**src/rtl/riscv_pkg.sv**
```systemverilog
// Shared RISC-V core types: ALU opcodes, forwarding-source selects and the ID/EX entry layout.
package riscv_pkg;

    localparam int XLEN   = 32;
    localparam int REG_AW = 5;

    typedef enum logic [2:0] {
        ADD = 3'b000,
        SUB = 3'b001,
        AND = 3'b100,
        OR  = 3'b110
    } alu_op_e;

    typedef enum logic [1:0] {
        FWD_REG = 2'd0,
        FWD_MWB = 2'd1,
        FWD_EXM = 2'd2
    } fwd_sel_e;

    typedef struct packed {
        logic [XLEN-1:0]   rs1_data;
        logic [XLEN-1:0]   rs2_data;
        logic [XLEN-1:0]   imm;
        logic [REG_AW-1:0] rs1;
        logic [REG_AW-1:0] rs2;
        logic [REG_AW-1:0] rd;
        logic [2:0]        alu_cntrl;
        logic              alu_src;
        logic              reg_write;
        logic              is_load;
    } id_ex_t;

endpackage

```
**src/rtl/id_ex_stage_if.sv**
```systemverilog
// Decode-side and execute-side handshake channels of the ID/EX stage.
interface id_ex_stage_if #(
    parameter int WIDTH  = 32,
    parameter int REG_AW = 5
);
    logic              in_valid;
    logic              in_ready;
    logic [WIDTH-1:0]  in_rs1_data;
    logic [WIDTH-1:0]  in_rs2_data;
    logic [WIDTH-1:0]  in_imm;
    logic [REG_AW-1:0] in_rs1;
    logic [REG_AW-1:0] in_rs2;
    logic [REG_AW-1:0] in_rd;
    logic [2:0]        in_alu_cntrl;
    logic              in_alu_src;
    logic              in_reg_write;
    logic              in_is_load;

    logic              out_valid;
    logic              out_ready;
    logic [WIDTH-1:0]  out_a;
    logic [WIDTH-1:0]  out_b;
    logic [WIDTH-1:0]  out_store_data;
    logic [2:0]        out_alu_cntrl;
    logic [REG_AW-1:0] out_rd;
    logic              out_reg_write;
    logic              out_is_load;

    modport master (
        output in_valid, in_rs1_data, in_rs2_data, in_imm, in_rs1, in_rs2, in_rd,
               in_alu_cntrl, in_alu_src, in_reg_write, in_is_load, out_ready,
        input  in_ready, out_valid, out_a, out_b, out_store_data, out_alu_cntrl,
               out_rd, out_reg_write, out_is_load
    );

    modport slave (
        input  in_valid, in_rs1_data, in_rs2_data, in_imm, in_rs1, in_rs2, in_rd,
               in_alu_cntrl, in_alu_src, in_reg_write, in_is_load, out_ready,
        output in_ready, out_valid, out_a, out_b, out_store_data, out_alu_cntrl,
               out_rd, out_reg_write, out_is_load
    );

endinterface

```
**src/rtl/id_ex_stage_forward_mux.sv**
```systemverilog
// Operand forwarding mux: EX/MEM beats MEM/WB beats the register-file value; x0 is never forwarded.
module forward_mux #(
    parameter int WIDTH  = 32,
    parameter int REG_AW = 5
) (
    input  logic [REG_AW-1:0]   rs,
    input  logic [WIDTH-1:0]    reg_data,
    input  logic [REG_AW-1:0]   exm_rd,
    input  logic                exm_reg_write,
    input  logic [WIDTH-1:0]    exm_result,
    input  logic [REG_AW-1:0]   mwb_rd,
    input  logic                mwb_reg_write,
    input  logic [WIDTH-1:0]    mwb_result,
    output logic [WIDTH-1:0]    data,
    output riscv_pkg::fwd_sel_e sel
);
    import riscv_pkg::*;

    logic exm_hit;
    logic mwb_hit;

    assign exm_hit = exm_reg_write && (exm_rd != '0) && (exm_rd == rs);
    assign mwb_hit = mwb_reg_write && (mwb_rd != '0) && (mwb_rd == rs);

    always_comb begin
        sel  = FWD_REG;
        data = reg_data;
        if (exm_hit) begin
            sel  = FWD_EXM;
            data = exm_result;
        end else if (mwb_hit) begin
            sel  = FWD_MWB;
            data = mwb_result;
        end
    end

endmodule

```
**src/rtl/id_ex_stage.sv**
```systemverilog
// ID/EX pipeline register with valid/ready handshake, flush, operand forwarding and load-use hold.
// Build option ID_EX_FORWARD_EN: forward from EX/MEM and MEM/WB; when undefined, any RAW match stalls.
module id_ex_stage #(
    parameter int WIDTH  = 32,
    parameter int REG_AW = 5
) (
    input  logic              clk,
    input  logic              rst_n,
    id_ex_stage_if.slave      bus,
    input  logic              flush,
    input  logic [REG_AW-1:0] exm_rd,
    input  logic              exm_reg_write,
    input  logic              exm_is_load,
    input  logic [WIDTH-1:0]  exm_result,
    input  logic [REG_AW-1:0] mwb_rd,
    input  logic              mwb_reg_write,
    input  logic [WIDTH-1:0]  mwb_result
);
    import riscv_pkg::*;

    id_ex_t           in_entry;
    id_ex_t           entry_p1;
    logic             vld_p1;
    logic             hold;
    logic             fire;
    logic             accept;
    logic [WIDTH-1:0] rs1_fwd;
    logic [WIDTH-1:0] rs2_fwd;

    function automatic logic src_hit(input logic wr, input logic [REG_AW-1:0] rd,
                                     input logic [REG_AW-1:0] rs);
        return wr && (rd != '0) && (rd == rs);
    endfunction

    always_comb begin
        in_entry           = '0;
        in_entry.rs1_data  = bus.in_rs1_data;
        in_entry.rs2_data  = bus.in_rs2_data;
        in_entry.imm       = bus.in_imm;
        in_entry.rs1       = bus.in_rs1;
        in_entry.rs2       = bus.in_rs2;
        in_entry.rd        = bus.in_rd;
        in_entry.alu_cntrl = bus.in_alu_cntrl;
        in_entry.alu_src   = bus.in_alu_src;
        in_entry.reg_write = bus.in_reg_write;
        in_entry.is_load   = bus.in_is_load;
    end

    assign bus.out_valid = vld_p1 & ~hold;
    assign fire          = bus.out_valid & bus.out_ready;
    assign bus.in_ready  = flush | ~vld_p1 | fire;
    assign accept        = bus.in_valid & bus.in_ready & ~flush;

    // Stage p1: the single held ID/EX entry; flush wins over accept and drain.
    always_ff @(posedge clk or negedge rst_n) begin
        if (!rst_n) begin
            vld_p1   <= 1'b0;
            entry_p1 <= '0;
        end else if (flush) begin
            vld_p1   <= 1'b0;
        end else if (accept) begin
            vld_p1   <= 1'b1;
            entry_p1 <= in_entry;
        end else if (fire) begin
            vld_p1   <= 1'b0;
        end
    end

`ifdef ID_EX_FORWARD_EN
    fwd_sel_e rs1_sel;
    fwd_sel_e rs2_sel;
    logic     unused_sel;

    forward_mux #(.WIDTH(WIDTH), .REG_AW(REG_AW)) u_fwd_rs1 (
        .rs            (entry_p1.rs1),
        .reg_data      (entry_p1.rs1_data),
        .exm_rd        (exm_rd),
        .exm_reg_write (exm_reg_write),
        .exm_result    (exm_result),
        .mwb_rd        (mwb_rd),
        .mwb_reg_write (mwb_reg_write),
        .mwb_result    (mwb_result),
        .data          (rs1_fwd),
        .sel           (rs1_sel)
    );

    forward_mux #(.WIDTH(WIDTH), .REG_AW(REG_AW)) u_fwd_rs2 (
        .rs            (entry_p1.rs2),
        .reg_data      (entry_p1.rs2_data),
        .exm_rd        (exm_rd),
        .exm_reg_write (exm_reg_write),
        .exm_result    (exm_result),
        .mwb_rd        (mwb_rd),
        .mwb_reg_write (mwb_reg_write),
        .mwb_result    (mwb_result),
        .data          (rs2_fwd),
        .sel           (rs2_sel)
    );

    assign unused_sel = ^{rs1_sel, rs2_sel};

    // A load result is not available until MEM/WB, so a consumer in EX/MEM must wait one cycle.
    assign hold = exm_is_load &
                  (src_hit(exm_reg_write, exm_rd, entry_p1.rs1) |
                   (~entry_p1.alu_src & src_hit(exm_reg_write, exm_rd, entry_p1.rs2)));
`else
    logic unused_fwd;

    assign rs1_fwd = entry_p1.rs1_data;
    assign rs2_fwd = entry_p1.rs2_data;

    // rs2 is always checked because it feeds store data even when B takes the immediate.
    assign hold = src_hit(exm_reg_write, exm_rd, entry_p1.rs1) |
                  src_hit(exm_reg_write, exm_rd, entry_p1.rs2) |
                  src_hit(mwb_reg_write, mwb_rd, entry_p1.rs1) |
                  src_hit(mwb_reg_write, mwb_rd, entry_p1.rs2);

    assign unused_fwd = ^{exm_result, mwb_result, exm_is_load};
`endif

    assign bus.out_a          = rs1_fwd;
    assign bus.out_b          = entry_p1.alu_src ? entry_p1.imm : rs2_fwd;
    assign bus.out_store_data = rs2_fwd;
    assign bus.out_alu_cntrl  = vld_p1 ? entry_p1.alu_cntrl : 3'b000;
    assign bus.out_rd         = vld_p1 ? entry_p1.rd : '0;
    assign bus.out_reg_write  = vld_p1 & entry_p1.reg_write;
    assign bus.out_is_load    = vld_p1 & entry_p1.is_load;

endmodule

```
**src/flat_wrapper.sv**
```systemverilog
// flat-port wrapper written by rule: the top's interface ports become plain ports
module id_ex_stage_flat import riscv_pkg::*;
#(
    parameter int WIDTH  = 32,
    parameter int REG_AW = 5
)
  (clk, rst_n, flush, exm_rd, exm_reg_write, exm_is_load, exm_result, mwb_rd, mwb_reg_write, mwb_result, bus_in_valid, bus_in_rs1_data, bus_in_rs2_data, bus_in_imm, bus_in_rs1, bus_in_rs2, bus_in_rd, bus_in_alu_cntrl, bus_in_alu_src, bus_in_reg_write, bus_in_is_load, bus_out_ready, bus_in_ready, bus_out_valid, bus_out_a, bus_out_b, bus_out_store_data, bus_out_alu_cntrl, bus_out_rd, bus_out_reg_write, bus_out_is_load);
  id_ex_stage_if #(.WIDTH(WIDTH), .REG_AW(REG_AW)) bus_i ();
  input  logic clk;
  input  logic rst_n;
  input  logic flush;
  input  logic [REG_AW-1:0] exm_rd;
  input  logic exm_reg_write;
  input  logic exm_is_load;
  input  logic [WIDTH-1:0] exm_result;
  input  logic [REG_AW-1:0] mwb_rd;
  input  logic mwb_reg_write;
  input  logic [WIDTH-1:0] mwb_result;
  input wire logic [$bits(bus_i.in_valid)-1:0] bus_in_valid;
  input wire logic [$bits(bus_i.in_rs1_data)-1:0] bus_in_rs1_data;
  input wire logic [$bits(bus_i.in_rs2_data)-1:0] bus_in_rs2_data;
  input wire logic [$bits(bus_i.in_imm)-1:0] bus_in_imm;
  input wire logic [$bits(bus_i.in_rs1)-1:0] bus_in_rs1;
  input wire logic [$bits(bus_i.in_rs2)-1:0] bus_in_rs2;
  input wire logic [$bits(bus_i.in_rd)-1:0] bus_in_rd;
  input wire logic [$bits(bus_i.in_alu_cntrl)-1:0] bus_in_alu_cntrl;
  input wire logic [$bits(bus_i.in_alu_src)-1:0] bus_in_alu_src;
  input wire logic [$bits(bus_i.in_reg_write)-1:0] bus_in_reg_write;
  input wire logic [$bits(bus_i.in_is_load)-1:0] bus_in_is_load;
  input wire logic [$bits(bus_i.out_ready)-1:0] bus_out_ready;
  output wire logic [$bits(bus_i.in_ready)-1:0] bus_in_ready;
  output wire logic [$bits(bus_i.out_valid)-1:0] bus_out_valid;
  output wire logic [$bits(bus_i.out_a)-1:0] bus_out_a;
  output wire logic [$bits(bus_i.out_b)-1:0] bus_out_b;
  output wire logic [$bits(bus_i.out_store_data)-1:0] bus_out_store_data;
  output wire logic [$bits(bus_i.out_alu_cntrl)-1:0] bus_out_alu_cntrl;
  output wire logic [$bits(bus_i.out_rd)-1:0] bus_out_rd;
  output wire logic [$bits(bus_i.out_reg_write)-1:0] bus_out_reg_write;
  output wire logic [$bits(bus_i.out_is_load)-1:0] bus_out_is_load;
  assign bus_i.in_valid = bus_in_valid;
  assign bus_i.in_rs1_data = bus_in_rs1_data;
  assign bus_i.in_rs2_data = bus_in_rs2_data;
  assign bus_i.in_imm = bus_in_imm;
  assign bus_i.in_rs1 = bus_in_rs1;
  assign bus_i.in_rs2 = bus_in_rs2;
  assign bus_i.in_rd = bus_in_rd;
  assign bus_i.in_alu_cntrl = bus_in_alu_cntrl;
  assign bus_i.in_alu_src = bus_in_alu_src;
  assign bus_i.in_reg_write = bus_in_reg_write;
  assign bus_i.in_is_load = bus_in_is_load;
  assign bus_i.out_ready = bus_out_ready;
  assign bus_in_ready = bus_i.in_ready;
  assign bus_out_valid = bus_i.out_valid;
  assign bus_out_a = bus_i.out_a;
  assign bus_out_b = bus_i.out_b;
  assign bus_out_store_data = bus_i.out_store_data;
  assign bus_out_alu_cntrl = bus_i.out_alu_cntrl;
  assign bus_out_rd = bus_i.out_rd;
  assign bus_out_reg_write = bus_i.out_reg_write;
  assign bus_out_is_load = bus_i.out_is_load;
  id_ex_stage #(.WIDTH(WIDTH), .REG_AW(REG_AW)) u_core (.clk(clk), .rst_n(rst_n), .bus(bus_i), .flush(flush), .exm_rd(exm_rd), .exm_reg_write(exm_reg_write), .exm_is_load(exm_is_load), .exm_result(exm_result), .mwb_rd(mwb_rd), .mwb_reg_write(mwb_reg_write), .mwb_result(mwb_result));
endmodule
```
**config.mk**
```make
export PLATFORM = sky130hd
export DESIGN_NAME = id_ex_stage_flat
export DESIGN_NICKNAME = d
export VERILOG_FILES = /design/src/rtl/riscv_pkg.sv /design/src/rtl/id_ex_stage_if.sv /design/src/rtl/id_ex_stage_forward_mux.sv /design/src/rtl/id_ex_stage.sv /design/src/flat_wrapper.sv
export SDC_FILE = /design/constraint.sdc
export NUM_CORES = 1
export LEC_CHECK = 0
export BUFFER_PORTS_ARGS = -buffer_cell sky130_fd_sc_hd__buf_4
export CORE_AREA = 2 2 120 122
export CTS_BUF_LIST = sky130_fd_sc_hd__clkbuf_16
export DETAILED_ROUTE_END_ITERATION = 7
export DIE_AREA = 0 0 122 124
export HOLD_SLACK_MARGIN = 0.08
export PLACE_DENSITY = 0.87
export RECOVER_POWER = 25
export SYNTH_ARGS = -nofsm -noshare
export SYNTH_HDL_FRONTEND = slang
export SYNTH_HIERARCHICAL = 1
export SYNTH_SLANG_ARGS = --single-unit
```
**constraint.sdc**
```tcl
create_clock -name clk -period 1.9 [get_ports clk]
set_input_delay 0.285 -clock clk [delete_from_list [all_inputs] [get_ports clk]]
set_output_delay 0.285 -clock clk [all_outputs]
set_load 0.02 [all_outputs]
```
* Word level (Yosys, flattened, before mapping)
Index checks and enable logic that the tools add are counted.
Operators by class: equal/unequal tests 4, reductions and logical operators 10, muxes and demuxes 6, bitwise operators 14
Operators with widths (number):
- 2-to-1 mux 32 bit | 1
- equality test 5 bit | 4
- nonzero test 5 bit | 2
- AND 1 bit | 6
- logical AND 1 bit | 6
- 2-to-1 mux 5 bit | 1
- bitwise OR 1 bit | 5
- 2-to-1 mux 1 bit | 3
- 2-to-1 mux 3 bit | 1
- NOT 1 bit | 3
- nonzero test 3 bit | 1
- AND reduction 2 bit | 1
Storage, ports and cells: output and inout port bits 108, logic and storage cells 45, flip-flop bits (word level) 118, input bits 199

* Depth between registers and ports, before layout
Gate-level depths: netlist of run 1.
depth after elaboration 14, gate-level depth with buffers 8, depth with buffers taken out 6

* Least setup slack after synthesis of run 1
Ideal clock, no wire load.
kind input-to-reg, from in mwb_rd[1], to reg u_core.entry_p1, in the netlist u_core/bus.out_store_data[0], path buffers 2, data required time 1773 ps, stages 7, slack -242 ps, data arrival time 2015 ps, library setup time 127 ps, cell sequence or4_1 -> o21ai_1 -> o221ai_2 -> a21oi_2 -> buf_6 -> buf_6 -> mux2_1
Between the ends: word-level cells in the longest chain between the ends 12, elaborated cells between the ends (all ways) 15, those cells by class eq/ne (2); bitwise (8); reduce/logical (5)
RTL lines:
- from (decl) | line flat_wrapper.sv:16 | input logic [REG_AW-1:0] mwb_rd;
- nonzero test 5 bit | line id_ex_stage.sv:32 | return wr && (rd != '0) && (rd == rs);
- logical AND 1 bit (2 in series) | line id_ex_stage.sv:32
- bitwise OR 1 bit | line id_ex_stage.sv:114 | src_hit(exm_reg_write, exm_rd, entry_p1.rs2) |
- bitwise OR 1 bit * | line id_ex_stage.sv:115 | src_hit(mwb_reg_write, mwb_rd, entry_p1.rs1) |
- NOT 1 bit * | line id_ex_stage.sv:49 | assign bus.out_valid = vld_p1 & ~hold;
- AND 1 bit * | line id_ex_stage.sv:49
- AND 1 bit * | line id_ex_stage.sv:50 | assign fire = bus.out_valid & bus.out_ready;
- bitwise OR 1 bit * | line id_ex_stage.sv:51 | assign bus.in_ready = flush | ~vld_p1 | fire;
- AND 1 bit * (2 in series) | line id_ex_stage.sv:52 | assign accept = bus.in_valid & bus.in_ready & ~flush;
- AND reduction 2 bit (no line) *
- to (signal assigned) | line id_ex_stage.sv:63 | entry_p1 <= in_entry;
- to (decl) | line id_ex_stage.sv:22 | id_ex_t entry_p1;
Every way passes the cells marked *; elsewhere a longest branch is shown, timed or not. A chain may end at the register's enable or synchronous reset.

* Final worst setup path of run 1
from reg u_core/entry_p1[16] (netlist bit), to reg u_core/entry_p1[22] (netlist bit)
Between the ends: word-level cells in the longest chain between the ends 12, elaborated cells between the ends (all ways) 14, those cells by class eq/ne (2); bitwise (9); reduce/logical (3)
RTL lines:
- equality test 5 bit | line id_ex_stage.sv:32
- logical AND 1 bit | line id_ex_stage.sv:32
- bitwise OR 1 bit | line id_ex_stage.sv:113 | assign hold = src_hit(exm_reg_write, exm_rd, entry_p1.rs1) |
- bitwise OR 1 bit * | line id_ex_stage.sv:114
- bitwise OR 1 bit * | line id_ex_stage.sv:115
- NOT 1 bit * | line id_ex_stage.sv:49
- AND 1 bit * | line id_ex_stage.sv:49
- AND 1 bit * | line id_ex_stage.sv:50
- bitwise OR 1 bit * | line id_ex_stage.sv:51
- AND 1 bit * (2 in series) | line id_ex_stage.sv:52
- AND reduction 2 bit (no line) *
Marked as above.

==> results.md, run 1 <==
- Setup slack, reg-to-reg: -0.35 ns
- Vias in the first global route: 4,253
- Worst-Margin Slew: 1.13 ns
- CTS max path bufs: 2
- Via-to-Cell Ratio: 4.83
- Top cells by count, synth: 119 x mux2_2, 118 x dfrtp_1, 64 x buf_4
- Final HPWL DP: 10.1 mm
- Worst stage delay on the critical path: 0.41 ns
- Met3 wire length: approximately 1.0 mm
- Total congestion overflow: 0
- Routed Antenna Nets: 0
- Crit path buf inv count: 3
- Synth Area in Compound Gates: 1.16%
- CP startpoint kind: flip-flop
- Top area cells in the synthesized netlist: dfrtp_1 53%, mux2_2 24%, buf_4 8.6%
- Top Metal Used: met4
- Layout cells sized above 1: 73.3%
- Comb pwr share: 35.2%
- Max_cap viols: 0
- Core area: 0.0137 mm2
- Boundary Pins: ~310
- Starting DRT DRC Count: approximately 180
- Synth Net Count: 598
- TritonCTS Buffers: 17
- Critical path class: flip-flop to flip-flop
- Final nets: slightly above 800
- Met2 WL: 8.14 mm
- Part of the cycle the worst path needs: 118%
- Area of the die: approximately 0.015 mm2
- Worst skew pair latency: 0.41 ns
- # diodes: 0
- Xor and xnor area share after synthesis: around 3.1%
- Hold Crit Class: input pin to flip-flop
- Int Power: 6.59 mW
- Critical path's slowest cell: dfrtp_1
- Pin count of the biggest net entering global routing: 119
- Post-synthesis async set-or-reset flop share: 100%
- Placement Cell Area: ~0.0075 mm2
- CTS tree: done
- Max-slew violations: 0
- Setup TNS: -37.49 ns
- Synth Area in Simple Gates: 2.33%
- Post-synthesis adder-cell area fraction: 0%
- Die width: 122 um
- Delay-heaviest family, CP: compound AO/OA/AOI/OAI gates
- Endpoints failing setup: 119
- Total of warnings raised by yosys: 6
- VDD IR max: 0.000677 V
- Post-synth top area cell: dfrtp_1
- Mean Syn Cell Area: 14.0 um2
- DR pass1 iterations: 4
- FP Rows: 43
- Worst rel slew slack: 24.6%
- Initial antenna violation count: 0
- Clk root buf: clkbuf_16
- CTS Sinks: 118
- First-pass GRT wire length: 22.0 mm
- Cell Area, Synth: 0.00559 mm2
- Initial Utilization: around two fifths
- Pwr Density: approximately 1100 mW/mm2
- Most numerous cell in the Yosys netlist: mux2_2
- Switching share of power: between 20% and 30%
- Mapped Cells: 399
- Synthesized flop and latch total: 118
- Clock power share: 29.4%
- Seq/Total Area, Yosys: 52.9%
- Cell area after layout: 0.00873 mm2
- Distinct cell type count after synthesis: 20
- Final Hold Viols: 0
- Die extent in y: 124 um
- Post-layout min period: ~2.3 ns
- Area delta synth->final: 56.3%
- Setup crit end kind: flip-flop
- Mux contribution to synthesized area: 30.0%
- Outcome: finished, violations left
- Leakage: approximately 4.3 nW
- Worst-path clk slew: about 0.050 ns
- Worst path required time: 2.18 ns
- Via count: around 4,000
- WL final: 15.4 mm
- FMAX: roughly 0.44 GHz
- Final WS setup: -0.351 ns
- Arrival @ worst endpoint: 2.53 ns
- PortBufs: 241
- CP Max Fanout: 13
- H-Tree Depth: 4
- Skew final: around 0.0090 ns
- Worst-path cell chain: xor2_1, nor3_2, a22oi_2, o221ai_2, buf_4, a21oi_4, buf_12, buf_12, mux2_2
- Top cell by count, worst path: buf_12
- Share of the synthesized area in the top cell type: 52.9%
- Sequential share of power: 35.4%
- Gr usage total: 19.1%
- Top FF cell, synth: dfrtp_1
- Routability Congestion: 0.861
- Number of synthesized flops with an enable pin: 0
- Largest family of logic cells by synthesized area: multiplexers
- Failing checks: setup timing
- Remaining DRCs: 0
- Unrepaired setup endpoints after global routing: true
- Met1 WL: 5.92 mm
- Per-cell routed wire length: between 15 and 20 um
- P_sw: approximately 2.8 mW
==> layout make-up <==
class	instances	area, um2
Multi-Input combinational cell	200	2470
Clock inverter	11	73.8
Tap cell	180	225
Sequential cell	118	2950
Clock buffer	17	425
Timing Repair Buffer	295	2580
Fill cell	971	4990
==> routing by layer <==
| metal | up-vias | GRT usage, % |
|---|---|---|
| met4 | 0 | 7.18 |
| li1 | 1786 | - |
| met3 | 31 | 5.63 |
| met5 | - | 0 |
| met1 | 1993 | 21.4 |
| met2 | 154 | 34.3 |
==> registers in the layout, summed over array words and instances, names as in the netlist <==
name and count:
u_core/entry_p1 53, u_core/bus.out_store_data 32, u_core/vld_p1 1, u_core/bus.out_a 32
==> stage by stage <==
stage | cells | power, mW | util (%) | hold WS (ns) | worst slack [ns]
after floorplan | 399 | 5.05 | - | -0.0106 | -0.164
after global placement | 772 | 5.91 | 54.4 | 0.409 | -0.340
after detailed placement | 772 | 6.01 | 54.4 | 0.430 | -0.393
after CTS | 814 | 9.13 | 61.3 | 0.0808 | -0.381
after global routing | 821 | 9.77 | 63.6 | 0.0861 | -0.427
final | 821 | 9.37 | 63.6 | 0.100 | -0.351
==> path summary, 6_finish.rpt <==
check                               startpoint                      endpoint  depth (start not counted)
max                        u_core/entry_p1[16]           u_core/entry_p1[22]                          9
min                         bus_in_rs2_data[6]  u_core/bus.out_store_data[6]                          2
max reg2reg                u_core/entry_p1[16]           u_core/entry_p1[22]                          9
min reg2reg                 u_core/entry_p1[1]            u_core/entry_p1[1]                          1
max in group asynchronous                rst_n            u_core/entry_p1[2]                          3
min in group asynchronous                rst_n           u_core/entry_p1[17]                          3
==> worst reg2reg max path: stages, from the launching register on <==
cell and delay, ns:
dfrtp_1 0.41, xor2_1 0.22, nor3_2 0.08, a22oi_2 0.22, o221ai_2 0.15, buf_4 0.16
a21oi_4 0.22, buf_12 0.19, buf_12 0.15, mux2_2 0.33
==> placed cells by master, fill, tap and decap left out <==
cell type / n
buf_12: 11
clkbuf_16: 19
mux2_1: 7
a21oi_1: 1
dfrtp_1: 117
dfrtp_2: 1
o221a_2: 1
buf_4: 241
inv_1: 3
nor2_1: 5
mux2_4: 101
clkbuf_4: 1
clkinv_1: 2
mux2_2: 41
nor3_1: 1
buf_8: 3
o21ai_2: 2
a21oi_4: 1
nand3b_1: 1
bufinv_16: 1
and2_1: 10
buf_16: 2
o221ai_2: 1
buf_6: 32
xor2_1: 20
nor3_2: 3
nand2b_1: 1
or4_4: 2
dlygate4sd3_1: 3
a22oi_2: 2
clkinv_2: 5
==> what timing repair did <==
item | CTS | global route
hold buffers | 2 | 1
cloned | 3 | 2
hold endpoints to repair | 119 | 1
resized for setup | 70 | 67
pin swaps | 4 | 2
setup endpoints to repair | 148 | 150
setup buffers | 9 | 6
==> cell families (layout without fill, tap and decap cells) <==
kind of cell	count (synthesis)	count (layout)
muxes	149	149
DFF	118	118
buffers and inverters	81	323
and+or+nand+nor	23	23
xor gates and xnor gates	20	20
AOI/OAI and AO/OA	8	8
==> power groups by stage <==
stage | sequential [mW] | combinational, mW | clock, mW
after floorplan | 3.20 | 1.85 | 0
after global placement | 3.28 | 2.63 | 0
after detailed placement | 3.32 | 2.69 | 0
after CTS | 3.30 | 3.03 | 2.80
after global routing | 3.37 | 3.47 | 2.93
final | 3.32 | 3.30 | 2.75
Note: power is estimated with default switching activity, not from simulation.
==> run 2, diff against run 1 <==
- CORE_AREA: 2 2 120 122 -> 2 2 118 120
- DIE_AREA: 0 0 122 124 -> 0 0 120 122
- PLACE_DENSITY: 0.87 -> 0.86
- clock period: 1.9 -> 2.1 ns (I/O delays scaled with it)
==> results.md, run 2 (synthesis results as in run 1) <==
- Outcome: finished, violations left (unchanged)
- Failing checks: setup timing (unchanged)
- CTS max path bufs: 2 (unchanged)
- Arrival @ worst endpoint: 2.52 ns (was 2.53 ns)
- Clk root buf: clkbuf_16 (unchanged)
- Endpoints failing setup: 117 (was 119)
- WL final: 13.3 mm (was 15.4 mm)
- Max_cap viols: 0 (unchanged)
- Area of the die: 0.0146 mm2 (was 0.0151 mm2)
- Vias in the first global route: 4,095 (was 4,253)
- Remaining DRCs: 0 (unchanged)
- Min-Delay Path Depth: 2 (unchanged)
- Leakage: 3.87 nW (was 4.29 nW)
- Post-layout min period: 2.24 ns (was 2.25 ns)
- Setup crit end kind: flip-flop (unchanged)
- Unrepaired setup endpoints after global routing: true (unchanged)
- Max-slew violations: 0 (unchanged)
- Via-to-Cell Ratio: 4.68 (was 4.83)
- Per-cell routed wire length: 16.5 um (was 18.8 um)
- Skew final: 0.00685 ns (was 0.00905 ns)
- Layout cells sized above 1: 70.7% (was 73.3%)
- CTS tree: done (unchanged)
- CTS Sinks: 118 (unchanged)
- Top Metal Used: met4 (unchanged)
- Initial Utilization: 41.4% (was 40.7%)
- Commonest non-fill, non-tap cell in the layout: buf_4 (unchanged)
- FP Rows: 43 (unchanged)
- FMAX: 0.446 GHz (was 0.444 GHz)
- CP startpoint kind: flip-flop (unchanged)
- Boundary Pins: 307 (unchanged)
- First-pass GRT wire length: 20.2 mm (was 22.0 mm)
- Worst-path clk slew: 0.05 ns (about the same)
- Die width: 120 um (was 122 um)
- Max reg flops: 53 (unchanged)
- Worst skew pair latency: 0.40 ns (was 0.41 ns)
- H-Tree Depth: 4 (unchanged)
- Final HPWL DP: 9.63 mm (was 10.1 mm)
- Routed Antenna Nets: 0 (unchanged)
- Gr usage total: 17.6% (was 19.1%)
- Part of the cycle the worst path needs: 107% (was 118%)
- Final WS setup: -0.140 ns (was -0.351 ns)
- Final nets: 810 (was 831)
- Final Hold Viols: 0 (unchanged)
- TritonCTS Buffers: 17 (unchanged)
- DR pass1 iterations: 4 (unchanged)
- Core area: 0.0135 mm2 (was 0.0137 mm2)
- Die extent in y: 122 um (was 124 um)
- Starting DRT DRC Count: 134 (was 182)
- Met2 WL: 7.08 mm (was 8.14 mm)
- Pin count of the biggest net entering global routing: 52 (was 119)
- Hold Crit Class: input pin to flip-flop (unchanged)
- CP Max Fanout: 16 (was 13)
- Total power: 8.04 mW (was 9.37 mW)
- Area delta synth->final: 45.4% (was 56.3%)
- Total congestion overflow: 0 (unchanged)
- Largest Register: u_core/entry_p1 (unchanged)
- VDD IR max: 0.000745 V (was 0.000677 V)
- Routability Congestion: 0.886 (was 0.861)
- Pwr Density: 990 mW/mm2 (was 1070 mW/mm2)
- Via count: 3,766 (was 3,964)
- Most frequent cells in the layout: 258 x buf_4, 118 x dfrtp_1, 96 x mux2_2 (was 241 x buf_4, 117 x dfrtp_1, 101 x mux2_4)
- # diodes: 0 (unchanged)
- Worst-Margin Slew: 1.45 ns (was 1.13 ns)
- PortBufs: 241 (unchanged)
- Worst rel slew slack: 3.59% (was 24.6%)
- Met1 WL: 5.15 mm (was 5.92 mm)
- Initial antenna violation count: 0 (unchanged)
- Worst path required time: 2.38 ns (was 2.18 ns)
- Dpl ws: -0.212 ns (was -0.393 ns)
- Met3 wire length: 835 um (was 1.02 mm)
- R2r worst-path depth: 9 (unchanged)
- Critical path class: flip-flop to flip-flop (unchanged)
run 2: where the power goes:
| group | switching [mW] | internal, mW |
|---|---|---|
| sequential | 0.278 | 2.69 |
| combinational | 1.16 | 1.36 |
| clock | 0.977 | 1.58 |
run 2: cell type report:
cell class / instances / area [um2]
flip-flops and latches: 118 / 2950
repair buffers: 274 / 2180
clock buffers: 17 / 425
clock inverters: 15 / 98.8
fillers: 1056 / 5380
multi-input cells: 200 / 2240
well taps: 180 / 225
run 2: what timing repair did:
item / CTS / global route
cloned: 0 / 1
pin swaps: 5 / 1
resized for setup: 36 / 10
hold buffers: 2 / 0
setup endpoints to repair: 110 / 119
buffers inserted: 2 / 2
hold endpoints to repair: 24 / 0
run 2: critical path, stage by stage (launching register included):
cell,delay (ns)
dfrtp_1,0.41
xor2_1,0.23
nor3_2,0.09
a22oi_2,0.20
o221ai_2,0.14
buf_4,0.16
a21oi_4,0.15
buf_12,0.20
buf_12,0.18
mux2_1,0.33
run 2: metrics by stage:
| step | util [%] | std cells | TNS [ns] | hold WS, ns | instance area (um2) |
|---|---|---|---|---|---|
| 2_1_floorplan | - | 399 | -0.898 | 0.0194 | 5600 |
| 3_5_place_dp | 54.5 | 765 | -20.06 | 0.252 | 7350 |
| 5_1_grt | 60.2 | 804 | -27.86 | 0.104 | 8120 |
| 4_1_cts | 59.6 | 801 | -8.31 | 0.106 | 8050 |
| 6_report | 60.2 | 804 | -11.39 | 0.124 | 8120 |
| 3_3_place_gp | 54.5 | 765 | -16.98 | 0.247 | 7350 |
run 2: path summary, 6_finish.rpt:
kind	slack, ns	to	start
hold reg to reg	0.50	u_core/entry_p1[6]	u_core/entry_p1[6]
hold / removal	0.12	u_core/bus.out_store_data[22]	bus_in_rs2_data[22]
setup / recovery	-0.14	u_core/bus.out_store_data[8]	u_core/entry_p1[16]
setup reg to reg	-0.14	u_core/bus.out_store_data[8]	u_core/entry_p1[16]
max in group asynchronous	0.12	u_core/entry_p1[44]	rst_n
min in group asynchronous	0.81	u_core/bus.out_store_data[3]	rst_n
run 2: layer usage:
metal  global-route usage (%)  vias to the layer above
met3                     6.37                       18
li1                         -                     1744
met1                     20.2                     1875
met4                     5.81                        0
met5                        0                        -
met2                     30.7                      129
==> run 3, diff against run 2 <==
- CTS_BUF_LIST: sky130_fd_sc_hd__clkbuf_16 -> sky130_fd_sc_hd__clkbuf_8 sky130_fd_sc_hd__clkbuf_16
==> results.md, run 3 (synthesis results as in run 1) <==
- Outcome: finished, violations left (unchanged)
- Failing checks: setup timing (unchanged)
- VDD IR max: 0.000714 V (was 0.000745 V)
- Pin count of the biggest net entering global routing: 52 (unchanged)
- Via count: 3,820 (was 3,766)
- Final Hold Viols: 0 (unchanged)
- Worst-path cell chain: xor2_1, nor3_2, a22oi_2, o221ai_2, buf_4, a21oi_4, buf_12, buf_12, mux2_2 (was xor2_1, nor3_2, a22oi_2, o221ai_2, buf_4, a21oi_4, buf_12, buf_12, mux2_1)
- Setup crit end kind: flip-flop (unchanged)
- Worst-path clk slew: 0.05 ns (about the same)
- H-Tree Depth: 4 (unchanged)
- Hold Crit Class: input pin to flip-flop (unchanged)
- Placed Cells: 765 (unchanged)
- # diodes: 0 (unchanged)
- Cell area after layout: 0.00834 mm2 (was 0.00812 mm2)
- Critical path's slowest cell: dfrtp_1 (unchanged)
- Worst stage delay on the critical path: 0.41 ns (about the same)
- Final nets: 812 (was 810)
- CTS tree: done (unchanged)
- CP Max Fanout: 16 (unchanged)
- Final WS setup: -0.159 ns (was -0.140 ns)
- CP startpoint kind: flip-flop (unchanged)
- Worst rel slew slack: 3.62% (was 3.59%)
- Clk root buf: clkbuf_16 (unchanged)
- Area delta synth->final: 49.4% (was 45.4%)
- Commonest non-fill, non-tap cell in the layout: buf_4 (unchanged)
- Die width: 120 um (unchanged)
- Arrival @ worst endpoint: 2.55 ns (was 2.52 ns)
- Critical path class: flip-flop to flip-flop (unchanged)
- Core area: 0.0135 mm2 (unchanged)
- Gr usage total: 18.2% (was 17.6%)
- First-pass GRT wire length: 20.8 mm (was 20.2 mm)
- CTS Sinks: 118 (unchanged)
- Routability Congestion: 0.886 (unchanged)
- Crit Reg-Reg Startpoint: u_core/entry_p1[16] (unchanged)
- Area of the die: 0.0146 mm2 (unchanged)
- Worst skew pair latency: 0.40 ns (about the same)
- Worst-Margin Slew: 1.45 ns (about the same)
- Per-cell routed wire length: 17.1 um (was 16.5 um)
- Utilization after layout: 61.8% (was 60.2%)
- Worst path required time: 2.39 ns (was 2.38 ns)
- FMAX: 0.443 GHz (was 0.446 GHz)
- Pwr Density: 994 mW/mm2 (was 990 mW/mm2)
- TritonCTS Buffers: 17 (unchanged)
- Layout cells sized above 1: 71.4% (was 70.7%)
- Routed Antenna Nets: 0 (unchanged)
- CTS max path bufs: 2 (unchanged)
- Die extent in y: 122 um (unchanged)
- PortBufs: 241 (unchanged)
- Starting DRT DRC Count: 150 (was 134)
- Unrepaired setup endpoints after global routing: true (unchanged)
- Skew final: 0.00731 ns (was 0.00685 ns)
- Max reg flops: 53 (unchanged)
- Multi-input logic area: 0.00236 mm2 (was 0.00224 mm2)
- Largest Register: u_core/entry_p1 (unchanged)
- Crit path buf inv count: 3 (unchanged)
- Total congestion overflow: 0 (unchanged)
- DR pass1 iterations: 4 (unchanged)
- Worst setup path startpoint: u_core/entry_p1[16] (unchanged)
- Endpoints failing setup: 117 (unchanged)
- Boundary Pins: 307 (unchanged)
- Leakage: 4.03 nW (was 3.87 nW)
- WL final: 13.8 mm (was 13.3 mm)
- Part of the cycle the worst path needs: 108% (was 107%)
- Non-filler cells, final: 806 (was 804)
- Placement Cell Area: 0.00735 mm2 (unchanged)
- Via-to-Cell Ratio: 4.74 (was 4.68)
- Vias in the first global route: 4,163 (was 4,095)
- Initial antenna violation count: 0 (unchanged)
- Final HPWL DP: 9.63 mm (unchanged)
- FP Rows: 43 (unchanged)
- Layout fillers: 1,021 (was 1,056)
- Post-layout min period: 2.26 ns (was 2.24 ns)
- Max_cap viols: 0 (unchanged)
- Max-slew violations: 0 (unchanged)
- Remaining DRCs: 0 (unchanged)
- Sequential cell area: 0.00295 mm2 (unchanged)
- Top cell by count, worst path: buf_12 (unchanged)
- Delay-heaviest family, CP: buffers and inverters (unchanged)
- Initial Utilization: 41.4% (unchanged)
- Dpl ws: -0.212 ns (unchanged)
- Most frequent cells in the layout: 257 x buf_4, 118 x dfrtp_1, 68 x mux2_4 (was 258 x buf_4, 118 x dfrtp_1, 96 x mux2_2)
- Setup TNS: -12.17 ns (was -11.39 ns)
- Hold_sp: bus_in_rs2_data[22] (unchanged)
==> run 3: changes by cell type in the layout (fill, tap and decap cells not counted) <==
cell | previous run | this run
mux2_4 | 36 | 68
clkbuf_16 | 18 | 19
buf_8 | 0 | 1
mux2_2 | 96 | 64
clkbuf_8 | 1 | 5
clkinv_1 | 4 | 0
buf_16 | 0 | 1
buf_4 | 258 | 257
==> run 3: final timing paths <==
path,endpoint,cells after the start,slack [ns]
max,u_core/entry_p1[36],9,-0.16
min,u_core/bus.out_store_data[22],2,0.12
max reg2reg,u_core/entry_p1[36],9,-0.16
min reg2reg,u_core/entry_p1[0],1,0.50
max in group asynchronous,u_core/entry_p1[44],3,0.13
min in group asynchronous,u_core/bus.out_store_data[3],2,0.81
==> run 3: what timing repair did <==
action                                  4_1_cts  5_1_grt
gates cloned                                  1        2
pin swaps                                     5        1
resized for setup                            62       19
endpoints found under the hold margin        24        0
setup buffers                                 2        2
endpoints found under the setup margin      110      119
hold buffers                                  2        0
==> run 3: area by class of cell <==
cell class / count / share of cell area (%)
flip-flops and latches: 118 / 35.4
multi-input cells: 200 / 28.2
well taps: 180 / 2.70
clock inverters: 11 / 1.00
clock buffers: 21 / 5.76
repair buffers: 276 / 26.9
==> run 3: per-stage QoR <==
step | hold WS [ns] | power [mW]
floorplan | 0.0194 | 4.54
global placement | 0.247 | 5.30
detailed placement | 0.252 | 5.38
CTS | 0.107 | 8.30
global route | 0.104 | 8.67
finish | 0.124 | 8.29
==> run 3: routing by layer <==
layer / GRT usage, % / wire (um) / vias to the layer above
met1: 21.2 / 5410 / 1913
met4: 6.25 / 270 / 0
li1: - / - / 1746
met2: 31.2 / 7250 / 139
met5: 0 / 0 / -
met3: 6.41 / 854 / 22
==> run 3: report_power, final <==
| part | leakage, nW | internal, mW | switching, mW |
|---|---|---|---|
| Clock | 0.284 | 1.73 | 0.981 |
| Combinational | 2.36 | 1.43 | 1.18 |
| Sequential | 1.39 | 2.69 | 0.285 |
| Total | 4.03 | 5.85 | 2.44 |
